### src/rtl/irq_ctrl.sv
// rtl/irq_ctrl.sv - edge-detecting, masked, fixed-priority interrupt controller with IACK/EOI sequencing
module irq_ctrl #(
    parameter int NSRC = 8
) (
    input  logic            CLK,
    input  logic            RST,
    input  logic [NSRC-1:0] SRC,
    input  logic [3:0]      ADD,
    input  logic            STB,
    input  logic            WE,
    input  logic [31:0]     DAT_I,
    output logic [31:0]     DAT_O,
    output logic            IRQ,
    input  logic            IACK,
    output logic [3:0]      VEC
);

    typedef enum logic [1:0] {IDLE, REQ, SVC} state_t;

    localparam logic [3:0] A_PEND  = 4'd0;
    localparam logic [3:0] A_MASK  = 4'd1;
    localparam logic [3:0] A_CAUSE = 4'd2;
    localparam logic [3:0] A_EOI   = 4'd3;
    localparam logic [3:0] A_SWSET = 4'd4;

    state_t          state;
    logic [NSRC-1:0] src_d;
    logic [NSRC-1:0] pend;
    logic [NSRC-1:0] mask;
    logic [NSRC-1:0] pend_nxt;
    logic [NSRC-1:0] rise;
    logic [NSRC-1:0] req_bits;
    logic [NSRC-1:0] vec_oh;
    logic            in_svc;
    logic            vec_ok;
    logic            ack;
    logic            wr;
    logic [3:0]      win;
    logic            unused_dat;

    assign unused_dat = ^DAT_I[31:NSRC];

    assign wr       = STB & WE;
    assign rise     = SRC & ~src_d;
    assign req_bits = pend & mask;
    assign vec_oh   = NSRC'(1) << VEC;
    assign vec_ok   = |(req_bits & vec_oh);
    assign ack      = (state == REQ) && IACK && vec_ok;

    // Scan high-to-low so the lowest pending index wins.
    always_comb begin
        win = 4'd0;
        for (int i = NSRC - 1; i >= 0; i--) begin
            if (req_bits[i]) win = 4'(i);
        end
    end

    // Clears are applied first so that edges and SWSET always win a same-cycle race.
    always_comb begin
        pend_nxt = pend;
        if (wr && ADD == A_PEND) pend_nxt = pend_nxt & ~DAT_I[NSRC-1:0];
        if (ack)                 pend_nxt = pend_nxt & ~vec_oh;
        pend_nxt = pend_nxt | rise;
        if (wr && ADD == A_SWSET) pend_nxt = pend_nxt | DAT_I[NSRC-1:0];
    end

    always_ff @(posedge CLK or negedge RST) begin
        if (!RST) begin
            src_d <= '0;
            pend  <= '0;
            mask  <= '0;
        end else begin
            src_d <= SRC;
            pend  <= pend_nxt;
            if (wr && ADD == A_MASK) mask <= DAT_I[NSRC-1:0];
        end
    end

    always_ff @(posedge CLK or negedge RST) begin
        if (!RST) begin
            state  <= IDLE;
            IRQ    <= 1'b0;
            VEC    <= 4'd0;
            in_svc <= 1'b0;
        end else begin
            case (state)
                IDLE: begin
                    if (|req_bits) begin
                        VEC   <= win;
                        IRQ   <= 1'b1;
                        state <= REQ;
                    end
                end
                REQ: begin
                    // A withdrawn request takes precedence over a late acknowledge.
                    if (!vec_ok) begin
                        IRQ   <= 1'b0;
                        state <= IDLE;
                    end else if (IACK) begin
                        IRQ    <= 1'b0;
                        in_svc <= 1'b1;
                        state  <= SVC;
                    end
                end
                SVC: begin
                    if (wr && ADD == A_EOI) begin
                        in_svc <= 1'b0;
                        state  <= IDLE;
                    end
                end
                default: begin
                    IRQ   <= 1'b0;
                    state <= IDLE;
                end
            endcase
        end
    end

    always_comb begin
        DAT_O = 32'd0;
        case (ADD)
            A_PEND:  DAT_O = 32'(pend);
            A_MASK:  DAT_O = 32'(mask);
            A_CAUSE: DAT_O = {in_svc, 27'd0, VEC};
            default: DAT_O = 32'd0;
        endcase
    end

endmodule

### config.mk
export PLATFORM = sky130hd
export DESIGN_NAME = irq_ctrl
export DESIGN_NICKNAME = d
export VERILOG_FILES = /design/src/rtl/irq_ctrl.sv
export SDC_FILE = /design/constraint.sdc
export NUM_CORES = 1
export LEC_CHECK = 0
export CORE_ASPECT_RATIO = 0.7
export CORE_MARGIN = 1.5
export CORE_UTILIZATION = 42
export CTS_CLUSTER_SIZE = 30
export DETAILED_ROUTE_END_ITERATION = 7
export GPL_TIMING_DRIVEN = 0
export PLACE_DENSITY = 0.84
export SLEW_MARGIN = 10
export SYNTH_ARGS = -nofsm -noshare
export SYNTH_HDL_FRONTEND = slang
export SYNTH_SLANG_ARGS = --single-unit
### constraint.sdc
create_clock -name CLK -period 2 [get_ports CLK]
set_input_delay 0.2 -clock CLK [delete_from_list [all_inputs] [get_ports CLK]]
set_output_delay 0.2 -clock CLK [all_outputs]
set_load 0.005 [all_outputs]
# Word level (Yosys, flattened, before mapping)
# Index checks and enable logic that the tools add are counted.
# op_classes
n_div,0
n_reduce_logical,15
eq_ne,11
bitwise_logic,12
magnitude_cmp,0
addsub,0
multipliers,0
n_shift,1
muxes,25
# ops
cell,n
$pmux W32 S3,1
$and A8 B8 Y8,5
$mux W8,3
$not A8 Y8,3
$mux W4,5
$or A8 B8 Y8,2
$reduce_or A8 Y1,2
$mux W3,3
$eq A4 B2 Y1 const B,2
$mux W2,4
$ne A2 B2 Y1 const B,4
$shl A1 B4 Y8 const A,1
$logic_and A1 B1 Y1,6
$mux W1,6
$pmux W2 S3,1
$reduce_and A3 Y1,2
$eq A4 B1 Y1 const B,1
$eq A4 B3 Y1 const B,1
$logic_not A4 Y1,1
$reduce_and A4 Y1,1
$ne A3 B3 Y1 const B,1
$pmux W1 S3,1
$eq A2 B1 Y1 const B,1
$eq A2 B2 Y1 const B,1
other kinds (6),6
# totals
register_bits,32
memories,0
rom_bits,0
output_inout_bits,37
latch_bits,0
ramBits,0

# Longest topological paths before layout
# logic_depth
ltp_word,9
mapped_depth,5
depth_no_buf,4

# Least setup slack after synthesis
# No wires, ideal clock.
# synth_timing
kind,register to register
from,register VEC[1]
to,register IRQ
required_time_ps,1874
t_arrival_ps,1362
setup_ps,126
n_path_buf,0
setup_slack_ps,512
synth_period_minus_slack_ps,1488
stages_incl_launch_ff,5
cell_sequence,dfrtp_1 inv_2 mux4_2 mux2i_4 o21ai_1
# synth_between
elab_chain_cells,5
# synth_lines
element,line_no,rtl
"start, declared",15,output logic [3:0] VEC
"start signal, assigned",89,VEC <= win;
$shl A1 B4 Y8 (*),46,assign vec_oh = NSRC'(1) << VEC;
$and A8 B8 Y8 (*),47,assign vec_ok = |(req_bits & vec_oh);
$reduce_or A8 Y1 (*),47,
$ne A3 B3 Y1 (no line) or $mux W1 (tied branches),-,
$reduce_and A3 Y1 (no line) or $pmux W1 S3 (tied branches),-,
"end signal, assigned",82,IRQ <= 1'b0;
"end signal, assigned",90,IRQ <= 1'b1;
"end signal, assigned",97,IRQ <= 1'b0;
"end, declared",13,"output logic IRQ,"
# Mark *: on every way between the ends. The rest lies on a longest branch, timed or not.
# A chain may end at the register's enable or synchronous reset.

# Worst setup path in the final report
# layout_timing
from,input ADD[3]
to,output DAT_O[7]
# layout_between
elab_chain_cells,2
# layout_lines
element,line_no,rtl
"start, declared",8,"input logic [3:0] ADD,"
$eq A4 B2 Y1 (tied with other cells),121,case (ADD)
$pmux W32 S3 (*),121,
"end, declared",12,"output logic [31:0] DAT_O,"
# Marked as above.

==> impl_metrics.ini <==
[logic_synthesis]
yosysTopAreaCellShare = 0.401
synthAdderAreaFrac = 0
synth.most_common_cell = dfrtp_1
synth_mux_area_frac = 0.123
synth-xor-area-share = 0
synth_edf_count = 0
synth_compound_area_frac = 0.156
ys_ff_latch = 31
synthCells = 186
ys_top_cells_by_count = 31 x dfrtp_1, 24 x buf_4, 16 x nor2_1
yosysTopAreaCell = dfrtp_1
yosysWarnings = 0
netlist-cell-type-count = 42
yosys.area_share.simple = 0.211
synth_area_mm2 = 0.00194
synth_area_leaders = dfrtp_1 40%, buf_4 9.3%, mux2_1 4.7%, a221o_1 4.1%, mux2i_1 4.1%
yosysSeqAreaShare = 0.401
async_reset_ff_frac = 1.00
syn_avg_cell_area_um2 = 10.4
synth_top_family_by_area = simple AND/OR/NAND/NOR gates
synth_flop_cell = dfrtp_1

[global_route]
grt_pass1_wl_mm = 7.18
grt_max_degree = 32
grt_usage = 0.187
antenna_found_initial = 0
grt_overflow = 0
grt_pass1_vias = 1423

[clock_tree]
clock_latency_ps = 280
path_clk_slew_ps = 70
root_buffer = clkbuf_8
clk_path_buf_depth = 2
htreeDepth = 2
numCtsBuffers = 5
tritoncts = yes
cts_setup_buffers = 0
cts_sinks = 31

[final_layout]
fin_util = 0.590
n_antenna_cell = 0
nNetsFinal = 303
layout-area-overhead-vs-synth_pct = 33.5
fillers = 382
fin_area_mm2 = 0.00258
drive_gt1_frac = 0.192

[power_and_ir_drop]
p_comb_frac = 0.364
switching_share = 0.338
leakage_nw = 1.15
clkPwrFrac = 0.264
power.internal_mw = 1.61
p_sw_uw = 821
p_seq_frac = 0.371
peakVddDrop_v = 0.000450
powerDensity_mw_per_mm2 = 940

[sta]
tightest_slew_ps = 708
fin_crit_sh = 0.965
fin_tns_setup_ps = 0
rsz0062_at_grt = no
maxClockFrequency_mhz = 518
slew_headroom = 0.528
finalMaxSlewViolations = 0
fin_crit_ps = 1930
hold_violations = 0
finalSetupViolCount = 0
skew_ps = 4.63

[setup_path]
cp_top_family = buffers and inverters
crit_slowest_cell = clkdlybuf4s50_1
path_class = primary input to primary output
crit_path_start_kind = primary input
critical_path_buf_inv_count = 3
reg2reg_slack_ps = 240
cp-end-kind = primary output
r2r-end = IRQ
reg2reg_depth = 4
r2r-start = pend[0]
crit_path_start = ADD[3]
slowest_delay_ps = 520
cp_max_fo = 7
required_ps = 1800
cp_data_arrival_time_ps = 1730
cp_cell_sequence = dlygate4sd2_1 -> or3_1 -> buf_2 -> nor2_1 -> clkdlybuf4s50_1

[drt]
route.detailed.drc = 0
drt_iter0_markers = 108
first_pass_iters = 4
wl_per_cell_um = 14.6
drtAntennaViolNets = 0
via_per_inst = 5.10
routed_wl_mm = 4.54
vias = 1582

[floorplanning]
dieArea_mm2 = 0.00503
die_w_um = 84.2
design.core.area_mm2 = 0.00438
die_h_um = 59.8
floorplan.initialDensity = 0.442
num_io_pins = 86
rows = 20

[placed_design]
place_area_mm2 = 0.00246
dpl.hpwl_mm = 3.47
gp_congestion = 0.963
io_buffers = 37

[worst_hold_path]
hold_depth = 1
min-delay-start = SRC[1]
hold_class = primary input to flop
whs_endpoint = src_d[1]

[status]
status = finished, final reports clean

[job]
drv_cap = 0
kinds of logic (layout without fill, tap and decap cells):
kind of cell | Yosys count | in the layout
buffers and inverters | 31 | 77
DFF | 31 | 31
AOI/OAI and AO/OA | 40 | 40
muxes | 19 | 19
and+or+nand+nor | 64 | 64
other | 1 | 24
layout make-up:
cell class                      count  area, µm²  share of cell area
Multi-Input combinational cell    147       1040               0.404
Sequential cell                    31        776               0.300
Timing Repair Buffer               38        363               0.140
Buffer                             27        201              0.0779
Clock buffer                        6       82.6              0.0319
Tap cell                           55       68.8              0.0266
Clock inverter                      2       35.0              0.0136
Inverter                            4       15.0             0.00581
worst max path at each step:
stage / endpoint / slack (ps) / depth (start not counted)
2_1_floorplan: IRQ / 510 / 4
3_5_place_dp: DAT_O[0] / -410 / 7
4_1_cts: DAT_O[0] / 10 / 7
5_1_grt: DAT_O[7] / 10 / 5
6_report: DAT_O[7] / 70 / 5
3_3_place_gp: DAT_O[1] / -380 / 7
per-layer routing:
metal / share of wire / GRT usage / wire, µm
met1: 0.49 / 0.277 / 2240
met5: 0 / 0 / 0
met3: 0.079 / 0.0525 / 357
met2: 0.42 / 0.271 / 1930
met4: 0.0031 / 0.0422 / 14
through the flow:
step           instances  hold WS, ps  total power [mW]  setup slack (ps)
2_1_floorplan        209        -95.6              1.46               512
3_3_place_gp         301          482              1.77              -384
3_5_place_dp         301          290              1.78              -407
4_1_cts              310          372              2.43              14.2
5_1_grt              310          376              2.58              10.6
6_report             310          375              2.43              70.2
flip-flops by register name, summed over array words and instances, names as in the netlist:
register  cells
mask          8
pend          8
src_d         8
VEC           3
state         2
IRQ           1
in_svc        1
power groups by stage:
stage	Clock (mW)	Combinational (mW)	Sequential [mW]
after floorplan	0	0.594	0.869
after global placement	0	0.870	0.904
after detailed placement	0	0.874	0.909
after CTS	0.654	0.882	0.898
after global routing	0.676	0.977	0.922
final	0.642	0.885	0.903
cell usage in the layout (no fill, tap or decap), types with 4 or more instances in the layout:
master,netlist,final
clkdlybuf4s50_1,0,32
clkbuf_8,0,6
nor2_1,16,15
mux2i_1,8,8
buf_4,24,24
a221o_1,8,8
a22o_1,4,4
mux2_1,8,8
a21oi_1,5,5
nor2b_1,10,9
and2_1,8,8
conb_1,1,24
a21boi_0,6,6
nand2_1,5,5
dfrtp_1,31,31
nand3_1,7,7
repair_timing:
item                       CTS  global route
setup endpoints to repair    9             8
gates resized for setup      8             5
hold endpoints to repair    31             0
hold buffers                 1             0
pin swaps                    0             0
No activity file was read; power rests on OpenSTA's default activity.
